[src/rtl/sha_block_fetcher_if.sv]
`default_nettype none
// ============================================================================
// Module      : sha_block_fetcher_if
// Description : Bundles the control, BRAM-read and block-handoff signals of
//               the SHA block fetcher.
//               master modport : the fetcher itself
//               slave modport  : the environment (controller, BRAM port,
//                                SHA-256 core)
//   start / base_addr / num_blocks      : fetch request
//   busy / done / error                 : fetch status
//   sha_start_read / sha_bram_addr      : BRAM read request
//   sha_bram_read_data / bram_complete  : BRAM read response
//   block_data / block_valid /
//   block_ready / block_last            : 512-bit block handoff
// Revision    : 1.0 - initial release
// ============================================================================
interface sha_block_fetcher_if;
    logic         start;
    logic [31:0]  base_addr;
    logic [15:0]  num_blocks;
    logic         busy;
    logic         done;
    logic         error;
    logic         sha_start_read;
    logic [31:0]  sha_bram_addr;
    logic [31:0]  sha_bram_read_data;
    logic         bram_complete;
    logic [511:0] block_data;
    logic         block_valid;
    logic         block_ready;
    logic         block_last;

    modport master (
        input  start, base_addr, num_blocks,
        output busy, done, error,
        output sha_start_read, sha_bram_addr,
        input  sha_bram_read_data, bram_complete,
        output block_data, block_valid, block_last,
        input  block_ready
    );

    modport slave (
        output start, base_addr, num_blocks,
        input  busy, done, error,
        input  sha_start_read, sha_bram_addr,
        output sha_bram_read_data, bram_complete,
        input  block_data, block_valid, block_last,
        output block_ready
    );
endinterface
`default_nettype wire

[src/rtl/sha_block_fetcher.sv]
`default_nettype none
// ============================================================================
// Module      : sha_block_fetcher
// Description : Reads WORDS_PER_BLOCK consecutive 32-bit words from BRAM per
//               message block (one request per word, sha_start_read /
//               bram_complete handshake), packs them into a 512-bit block
//               (word 0 in the top 32 bits) and hands it to the SHA-256 core
//               over valid/ready. Repeats for num_blocks contiguous blocks,
//               then pulses done. A BRAM response that does not arrive
//               within TIMEOUT_CYCLES aborts the fetch with an error pulse.
// Ports       : axi_clk, axi_rst (sync, active high), bus (master modport)
// Revision    : 1.0 - initial release
// ============================================================================
module sha_block_fetcher #(
    parameter int WORDS_PER_BLOCK = 16,
    parameter int ADDR_STEP       = 4,
    parameter int TIMEOUT_CYCLES  = 255
) (
    input  wire logic           axi_clk,
    input  wire logic           axi_rst,
    sha_block_fetcher_if.master bus
);

    localparam int                  c_WC_W      = $clog2(WORDS_PER_BLOCK);
    localparam logic [c_WC_W-1:0]   c_LAST_WORD = c_WC_W'(WORDS_PER_BLOCK - 1);
    localparam logic [7:0]          c_TO_LAST   = 8'(TIMEOUT_CYCLES - 1);
    localparam logic [31:0]         c_ADDR_STEP = 32'(ADDR_STEP);

    typedef enum logic [2:0] {
        S_IDLE    = 3'd0,
        S_READ    = 3'd1,
        S_GAP     = 3'd2,
        S_PRESENT = 3'd3,
        S_FINISH  = 3'd4
    } state_t;

    state_t              r_state;
    state_t              w_state_next;

    logic [31:0]         r_addr;
    logic [15:0]         r_blk_left;
    logic [c_WC_W-1:0]   r_word_cnt;
    logic [7:0]          r_to_cnt;
    logic [511:0]        r_block;
    logic                r_error;

    logic                w_capture;
    logic                w_timeout;
    logic                w_accept;
    logic [c_WC_W+4:0]   w_slot_lsb;

    // Word 0 lands in the most significant slot, so the slot's LSB counts
    // down from the top as word_cnt counts up.
    assign w_slot_lsb = {c_LAST_WORD - r_word_cnt, 5'b00000};

    // ------------------------------------------------------------------
    // State register
    // ------------------------------------------------------------------
    always_ff @(posedge axi_clk) begin
        if (axi_rst) begin
            r_state <= S_IDLE;
        end else begin
            r_state <= w_state_next;
        end
    end

    // ------------------------------------------------------------------
    // Next-state and event decode
    // ------------------------------------------------------------------
    always_comb begin
        w_state_next = r_state;
        w_capture    = 1'b0;
        w_timeout    = 1'b0;
        w_accept     = 1'b0;
        case (r_state)
            S_IDLE: begin
                if (bus.start) begin
                    w_state_next = (bus.num_blocks == 16'd0) ? S_FINISH : S_READ;
                end
            end
            S_READ: begin
                if (bus.bram_complete) begin
                    w_capture    = 1'b1;
                    w_state_next = (r_word_cnt == c_LAST_WORD) ? S_PRESENT : S_GAP;
                end else if (r_to_cnt == c_TO_LAST) begin
                    // This waiting cycle brings the count to TIMEOUT_CYCLES.
                    w_timeout    = 1'b1;
                    w_state_next = S_IDLE;
                end
            end
            S_GAP: begin
                // One idle cycle so every word is a distinct request edge.
                w_state_next = S_READ;
            end
            S_PRESENT: begin
                if (bus.block_ready) begin
                    w_accept     = 1'b1;
                    w_state_next = (r_blk_left == 16'd1) ? S_FINISH : S_READ;
                end
            end
            S_FINISH: begin
                w_state_next = S_IDLE;
            end
            default: begin
                w_state_next = S_IDLE;
            end
        endcase
    end

    // ------------------------------------------------------------------
    // Datapath
    // ------------------------------------------------------------------
    always_ff @(posedge axi_clk) begin
        if (axi_rst) begin
            r_addr     <= 32'd0;
            r_blk_left <= 16'd0;
            r_word_cnt <= '0;
            r_to_cnt   <= 8'd0;
            r_block    <= 512'd0;
            r_error    <= 1'b0;
        end else begin
            r_error <= w_timeout;
            case (r_state)
                S_IDLE: begin
                    if (bus.start) begin
                        r_addr     <= bus.base_addr;
                        r_blk_left <= bus.num_blocks;
                        r_word_cnt <= '0;
                        r_to_cnt   <= 8'd0;
                    end
                end
                S_READ: begin
                    if (w_capture) begin
                        r_block[w_slot_lsb +: 32] <= bus.sha_bram_read_data;
                        // Wraps modulo 2^32 by construction.
                        r_addr   <= r_addr + c_ADDR_STEP;
                        // Cleared here too: the last word of a block has no
                        // GAP, and the next block must start a fresh wait.
                        r_to_cnt <= 8'd0;
                    end else begin
                        r_to_cnt <= r_to_cnt + 8'd1;
                    end
                end
                S_GAP: begin
                    r_word_cnt <= r_word_cnt + 1'b1;
                    r_to_cnt   <= 8'd0;
                end
                S_PRESENT: begin
                    if (w_accept) begin
                        r_blk_left <= r_blk_left - 16'd1;
                        r_word_cnt <= '0;
                    end
                end
                default: begin
                end
            endcase
        end
    end

    // ------------------------------------------------------------------
    // Outputs
    // ------------------------------------------------------------------
    assign bus.busy           = (r_state != S_IDLE);
    assign bus.done           = (r_state == S_FINISH);
    assign bus.error          = r_error;
    assign bus.sha_start_read = (r_state == S_READ);
    assign bus.sha_bram_addr  = r_addr;
    assign bus.block_data     = r_block;
    assign bus.block_valid    = (r_state == S_PRESENT);
    assign bus.block_last     = (r_state == S_PRESENT) && (r_blk_left == 16'd1);

endmodule
`default_nettype wire
[src/flat_wrapper.sv]
// flat-port wrapper written by rule: the top's interface ports become plain ports
module sha_block_fetcher_flat 
#(
    parameter int WORDS_PER_BLOCK = 16,
    parameter int ADDR_STEP       = 4,
    parameter int TIMEOUT_CYCLES  = 255
)
  (axi_clk, axi_rst, bus_start, bus_base_addr, bus_num_blocks, bus_busy, bus_done, bus_error, bus_sha_start_read, bus_sha_bram_addr, bus_sha_bram_read_data, bus_bram_complete, bus_block_data, bus_block_valid, bus_block_last, bus_block_ready);
  sha_block_fetcher_if bus_i ();
  input  wire logic axi_clk;
  input  wire logic axi_rst;
  input wire logic [$bits(bus_i.start)-1:0] bus_start;
  input wire logic [$bits(bus_i.base_addr)-1:0] bus_base_addr;
  input wire logic [$bits(bus_i.num_blocks)-1:0] bus_num_blocks;
  output wire logic [$bits(bus_i.busy)-1:0] bus_busy;
  output wire logic [$bits(bus_i.done)-1:0] bus_done;
  output wire logic [$bits(bus_i.error)-1:0] bus_error;
  output wire logic [$bits(bus_i.sha_start_read)-1:0] bus_sha_start_read;
  output wire logic [$bits(bus_i.sha_bram_addr)-1:0] bus_sha_bram_addr;
  input wire logic [$bits(bus_i.sha_bram_read_data)-1:0] bus_sha_bram_read_data;
  input wire logic [$bits(bus_i.bram_complete)-1:0] bus_bram_complete;
  output wire logic [$bits(bus_i.block_data)-1:0] bus_block_data;
  output wire logic [$bits(bus_i.block_valid)-1:0] bus_block_valid;
  output wire logic [$bits(bus_i.block_last)-1:0] bus_block_last;
  input wire logic [$bits(bus_i.block_ready)-1:0] bus_block_ready;
  assign bus_i.start = bus_start;
  assign bus_i.base_addr = bus_base_addr;
  assign bus_i.num_blocks = bus_num_blocks;
  assign bus_busy = bus_i.busy;
  assign bus_done = bus_i.done;
  assign bus_error = bus_i.error;
  assign bus_sha_start_read = bus_i.sha_start_read;
  assign bus_sha_bram_addr = bus_i.sha_bram_addr;
  assign bus_i.sha_bram_read_data = bus_sha_bram_read_data;
  assign bus_i.bram_complete = bus_bram_complete;
  assign bus_block_data = bus_i.block_data;
  assign bus_block_valid = bus_i.block_valid;
  assign bus_block_last = bus_i.block_last;
  assign bus_i.block_ready = bus_block_ready;
  sha_block_fetcher #(.WORDS_PER_BLOCK(WORDS_PER_BLOCK), .ADDR_STEP(ADDR_STEP), .TIMEOUT_CYCLES(TIMEOUT_CYCLES)) u_core (.axi_clk(axi_clk), .axi_rst(axi_rst), .bus(bus_i));
endmodule
[config.mk]
export PLATFORM = sky130hd
export DESIGN_NAME = sha_block_fetcher_flat
export DESIGN_NICKNAME = d
export VERILOG_FILES = /design/src/rtl/sha_block_fetcher_if.sv /design/src/rtl/sha_block_fetcher.sv /design/src/flat_wrapper.sv
export SDC_FILE = /design/constraint.sdc
export NUM_CORES = 1
export LEC_CHECK = 0
export BUFFER_PORTS_ARGS = -buffer_cell sky130_fd_sc_hd__buf_2
export CAP_MARGIN = 25
export CORE_MARGIN = 2
export CORE_UTILIZATION = 34
export CTS_CLUSTER_DIAMETER = 50
export DETAILED_ROUTE_END_ITERATION = 8
export PLACE_DENSITY = 0.56
export SKIP_CTS_REPAIR_TIMING = 1
export SLEW_MARGIN = 0
export SYNTH_ARGS = -nofsm -noshare
export SYNTH_HDL_FRONTEND = slang
export SYNTH_SLANG_ARGS = --single-unit
[constraint.sdc]
create_clock -name axi_clk -period 4.45 [get_ports axi_clk]
set_input_delay 0.445 -clock axi_clk [delete_from_list [all_inputs] [get_ports axi_clk]]
set_output_delay 0.445 -clock axi_clk [all_outputs]
set_load 0.005 [all_outputs]
=== Yosys cells after proc, flatten, opt, wreduce, memory -nomap -nowiden ===
Cells that the tools add are included.

* Bits in latches: 0
* Memory bits (read-only): 0
* Bits of input ports: 85
* Memory bits (writable): 0
* Memories: 0
* Output and inout port bits: 550
* Register bits after elaboration: 576

* Mux-type cells: 26
* Order comparisons: 0
* Equal/unequal tests: 12
* Multipliers: 0
* Reductions and logical operators: 15
* Bitwise operators: 1
* Div/mod/pow operators: 0
* Add/subtract/negate cells: 6
* Shift-type cells: 2

{| class="wikitable"
|+ Operator list
! operator !! count
|-
| 512-bit bitwise mux || 1
|-
| 32-bit by 11-bit variable shift with 512-bit output, first input constant || 1
|-
| 32-bit by 11-bit variable part select with 512-bit output || 1
|-
| 32-bit two-way mux || 2
|-
| 32-bit one-hot mux with 2 select lines || 1
|-
| 32-bit by 3-bit adder with 32-bit output, second input constant || 1
|-
| 16-bit two-way mux || 2
|-
| 16-bit one-hot mux with 2 select lines || 1
|-
| 8-bit one-hot mux with 3 select lines || 1
|-
| 3-bit two-way mux || 6
|-
| 16-bit by 1-bit equality test with 1-bit output, second input constant || 1
|-
| 16-bit zero test || 1
|-
| 8-bit two-way mux || 2
|-
| 16-bit by 1-bit subtractor with 16-bit output, second input constant || 1
|-
| 3-bit one-hot mux with 4 select lines || 1
|-
| 4-bit one-hot mux with 3 select lines || 1
|-
| 3-bit AND reduction || 4
|-
| 9-bit negator with 11-bit output || 1
|-
| 3-bit nonzero test || 3
|-
| 8-bit by 1-bit adder with 8-bit output, second input constant || 1
|-
| 8-bit equality test, second input constant || 1
|-
| 4-bit two-way mux || 2
|-
| 3-bit by 2-bit equality test with 1-bit output, second input constant || 2
|-
| 1-bit two-way mux || 6
|-
| other kinds (14) || 18
|}

=== Logic depth before layout (Yosys ltp) ===
* Depth after elaboration: 4
* Depth in mapped cells: 9
* Mapped depth without buffers: 6

=== Worst setup path before layout ===
Ideal clock, no wire load.

* Kind: flip-flop to flip-flop
* Start: register u_core.r_word_cnt[0]
* End: register u_core.r_block[423] (netlist: u_core.bus.block_data[423])
* Cell stages (with the launch flop): 10
* Arrival time: 2.236 ns
* Path buffers: 3
* Setup time: 0.070 ns
* Setup slack: 2.144 ns
* Path through: dfxtp_1 -> buf_2 -> inv_1 -> ha_1 -> nor2b_1 -> buf_2 -> clkbuf_1 -> nand2_1 -> or4_1 -> a21oi_1

* Longest elaborated chain between the ends: 4
* Elaborated cells between the ends (all ways): 5
* Classes of those cells: add/sub (2); shift (2); mux (1)

{| class="wikitable"
|+ RTL lines
! item !! RTL line !! text
|-
| start: declaration || sha_block_fetcher.sv:42 || <nowiki>logic [c_WC_W-1:0] r_word_cnt;</nowiki>
|-
| start signal: assignment || sha_block_fetcher.sv:145 || <nowiki>r_word_cnt <= r_word_cnt + 1'b1;</nowiki>
|-
| 4-bit subtractor * || sha_block_fetcher.sv:54 || <nowiki>assign w_slot_lsb = {c_LAST_WORD - r_word_cnt, 5'b00000};</nowiki>
|-
| 9-bit negator with 11-bit output * || sha_block_fetcher.sv:134 || <nowiki>r_block[w_slot_lsb +: 32] <= bus.sha_bram_read_data;</nowiki>
|-
| 32-bit by 11-bit variable part select with 512-bit output / 32-bit by 11-bit variable shift with 512-bit output (equally long branches) || sha_block_fetcher.sv:134 ||
|-
| 512-bit bitwise mux * || sha_block_fetcher.sv:134 ||
|-
| end signal: indexed assignment || sha_block_fetcher.sv:134 ||
|-
| end: declaration || sha_block_fetcher.sv:44 || <nowiki>logic [511:0] r_block;</nowiki>
|}

Every way passes the cells marked *; elsewhere a longest branch is shown, timed or not.
A chain may end at the register's enable or synchronous reset.

=== Worst setup path in the final report ===
* Start: register u_core.r_word_cnt[0]
* End: register u_core.r_block[82] (netlist: u_core.bus.block_data[82])

Same word-level chain as after synthesis.

==> run summary <==
Pins Over Slew Limit: 0
Share of layout cells above drive strength 1: 0.262
Die height: 268 um
Via count: 22.0k
Clk sinks: 576
Synthesized Nets: 2773
Clock Skews: 0.0178 ns
Post-synth EDFFs: 0
Clk Latency, worst-skew pair: 0.63 ns
Initial antenna violation count: 2
Fraction of synthesized area in multiplexers: 0.136
Power Density: 416 nW/um2
Port Buffers: 634
Hold crit path type: input pin to register
Total power: 12.6 mW
Largest net degree at the start of global routing: 194
Tmin final: 3.38 ns
Crit path cell chain: inv_1 -> ha_1 -> inv_1 -> nor3_1 -> o21ai_4 -> buf_4 -> mux2i_1
Gpl congestion: 0.829
Synthesis-to-finish area growth: 28.1%
Nets: 3290
Slew @ Worst Pin: 1.14 ns
Leading post-synthesis cells by cell area: dfxtp_1, mux2i_1, nand2_1, a21oi_1, clkbuf_1
Vias per inst: 5.25
Post-DRT Antenna Nets: 0
Final hold vios: 0
Relative slew slack: 0.237
Fin crit share: 0.761
Largest area contributor in the netlist: dfxtp_1
Grt total ovfl: 0
RSZ-0062 raised after global routing: false
Multi-input logic area: 11200 um2
Reg clk slew, reported paths: 0.06 ns
Die X: 268 um
Final WL: 92400 um
Cts bufs inserted: 79
Final setup vio count: 0
Synth Flop Type: dfxtp_1
All-Layer GR Usage: 0.246
Mapped Cells: 2680
Final HPWL DP: 63200 um
Max_cap viols: 0
DR pass1 iterations: 5
CP endpoint kind: register
Starting Density: 0.345
Std-Cell Rows: 96
Largest family of logic cells by synthesized area: simple AND/OR/NAND/NOR gates
Pleak: 14.4 nW
Synth Area in XOR/XNOR: 0.00185
N_diodes: 0
Outcome: finished clean
Adder-Cell Fraction of Synth Area: 0.00422
Simple-Gate Fraction of Synth Area: 0.206
Worst slack, placed: 1.07 ns
Clock buffer depth: 3
DRC: 0
Setup WS post-layout: 1.07 ns
Ys Warns: 0
# IOs: 635
Core area: 68800 um2
Area share of the largest cell type after synthesis: 0.486
Max Fclk: 295 MHz
Compound-cell area share of the yosys netlist: 0.120
DR iter-0 viols: 1613
Dpl cells: 4045
Cell mode on critical path: inv_1
Setup TNS: 0 ns
Crit Path Class: register to register
Fillers: 6925
CP Launch Type: register
CP arrival: 3.88 ns
CTS H-Tree Depth: 3
Asr flop ratio synth: 0
First-pass GRT wire length: 134000 um
CTS tree: yes
Yosys cell types: 69
Worst path max stage delay: 0.80 ns
Clock root buffer: clkbuf_16
VDD IR max: 262 uV
Synthesized area per cell: 8.85 um2
Vias in the first global route: 20.8k
Critical Path RT: 4.95 ns
WL/cell: 22.0 um
Sequential-to-total area share from yosys stat: 0.486
Die area: 71900 um2
Max FO, Critical Path: 19
Sequential Area: 11500 um2
Mapped cell area: 23700 um2
Layout Cells excl Fill: 4193
Synthesis-stage register bit count: 576
Slowest-stage cell, CP: dfxtp_1
-- final cells by class --
| class | instances | area share |
|---|---|---|
| Clock buffer | 98 | 0.0704 |
| Multi-Input combinational cell | 1839 | 0.370 |
| Timing Repair Buffer | 682 | 0.120 |
| Sequential cell | 576 | 0.380 |
| Tap cell | 931 | 0.0383 |
| Inverter | 19 | 0.00259 |
| Clock inverter | 48 | 0.0197 |
-- critical path, delay by kind of cell (launching register included) --
| kind | cells | cell delay [ns] |
|---|---|---|
| compound gates | 1 | 0.44 |
| fa+ha+maj | 1 | 0.49 |
| buf+inv | 3 | 0.80 |
| flops | 1 | 0.80 |
| mux | 1 | 0.14 |
| simple gates | 1 | 0.59 |
-- registers in the layout, summed over array words and instances, names as in the netlist --
name / count
u_core.bus.error: 1
u_core.r_to_cnt: 8
u_core.r_blk_left: 16
u_core.bus.sha_bram_addr: 32
u_core.r_word_cnt: 4
u_core.bus.block_data: 512
u_core.r_state: 3
-- where the power goes --
group	switching, mW	total [mW]	internal [mW]
Clock	2.62	6.52	3.90
Combinational	0.566	0.802	0.236
Sequential	0.0869	5.31	5.22
-- kinds of logic (layout without fill, tap and decap cells) --
family	Yosys count	in the layout
compound gates	484	484
xor+xnor	5	5
fa+ha+maj	8	8
buf+inv	265	847
flops	576	576
mux	323	323
simple gates	1019	1019
-- metal layers --
layer,GRT usage,up-vias,wire [um]
met5,0,-,0
met4,0.115,0,4380
met3,0.0694,191,7340
met2,0.382,768,41400
met1,0.315,10600,39200
li1,-,10500,-
-- stage by stage --
| stage | cell area [um2] | utilization | hold WS, ns |
|---|---|---|---|
| after CTS | 30300 | 0.441 | 0.0354 |
| after global placement | 27600 | 0.401 | 0.439 |
| final | 30400 | 0.442 | 0.0657 |
| after global routing | 30400 | 0.442 | 0.0598 |
| after detailed placement | 27600 | 0.401 | 0.444 |
| after floorplan | 23700 | - | 0.448 |
-- path summary, 6_finish.rpt --
kind                       startpoint                          end  slack [ns]  depth (start not counted)
max reg2reg      u_core.r_word_cnt[0]    u_core.bus.block_data[82]        1.07                          7
min                  bus_base_addr[0]  u_core.bus.sha_bram_addr[0]        0.07                          3
max              u_core.r_word_cnt[0]    u_core.bus.block_data[82]        1.07                          7
min reg2reg  u_core.bus.block_data[8]     u_core.bus.block_data[8]        0.45                          2
-- layout by cell type (no fill, tap or decap), types with 35 or more instances in the layout --
| cell type | netlist | layout |
|---|---|---|
| clkbuf_16 | 0 | 79 |
| nand3_1 | 88 | 86 |
| buf_4 | 2 | 41 |
| nand2_1 | 601 | 599 |
| dfxtp_1 | 576 | 575 |
| nor2_1 | 36 | 35 |
| a21oi_1 | 241 | 240 |
| or3_1 | 69 | 69 |
| buf_2 | 39 | 633 |
| o31ai_1 | 67 | 67 |
| nand4_1 | 35 | 35 |
| or4_1 | 69 | 68 |
| mux2i_1 | 321 | 321 |
| o21ai_0 | 90 | 90 |
-- cell usage after synthesis (4+ instances only) --
cell	count
nand2_1	601
dfxtp_1	576
mux2i_1	321
a21oi_1	241
clkbuf_1	192
o21ai_0	90
nand3_1	88
or3_1	69
or4_1	69
o31ai_1	67
buf_2	39
nor2_1	36
nand4_1	35
inv_1	18
nor4_1	16
and2_1	14
nor3_1	14
nor4b_1	14
a21o_1	11
a31oi_1	11
and3_1	10
and4_1	9
nor3b_1	9
o211ai_1	9
buf_1	8
ha_1	8
a211oi_1	7
nand2b_1	6
a41oi_1	5
and3b_1	5
buf_6	5
a22oi_1	4
a31o_2	4
nand3b_1	4
nor2b_1	4
o221ai_1	4
o311ai_0	4
or2_2	4
xor2_1	4
No activity file was read; power rests on OpenSTA's default activity.
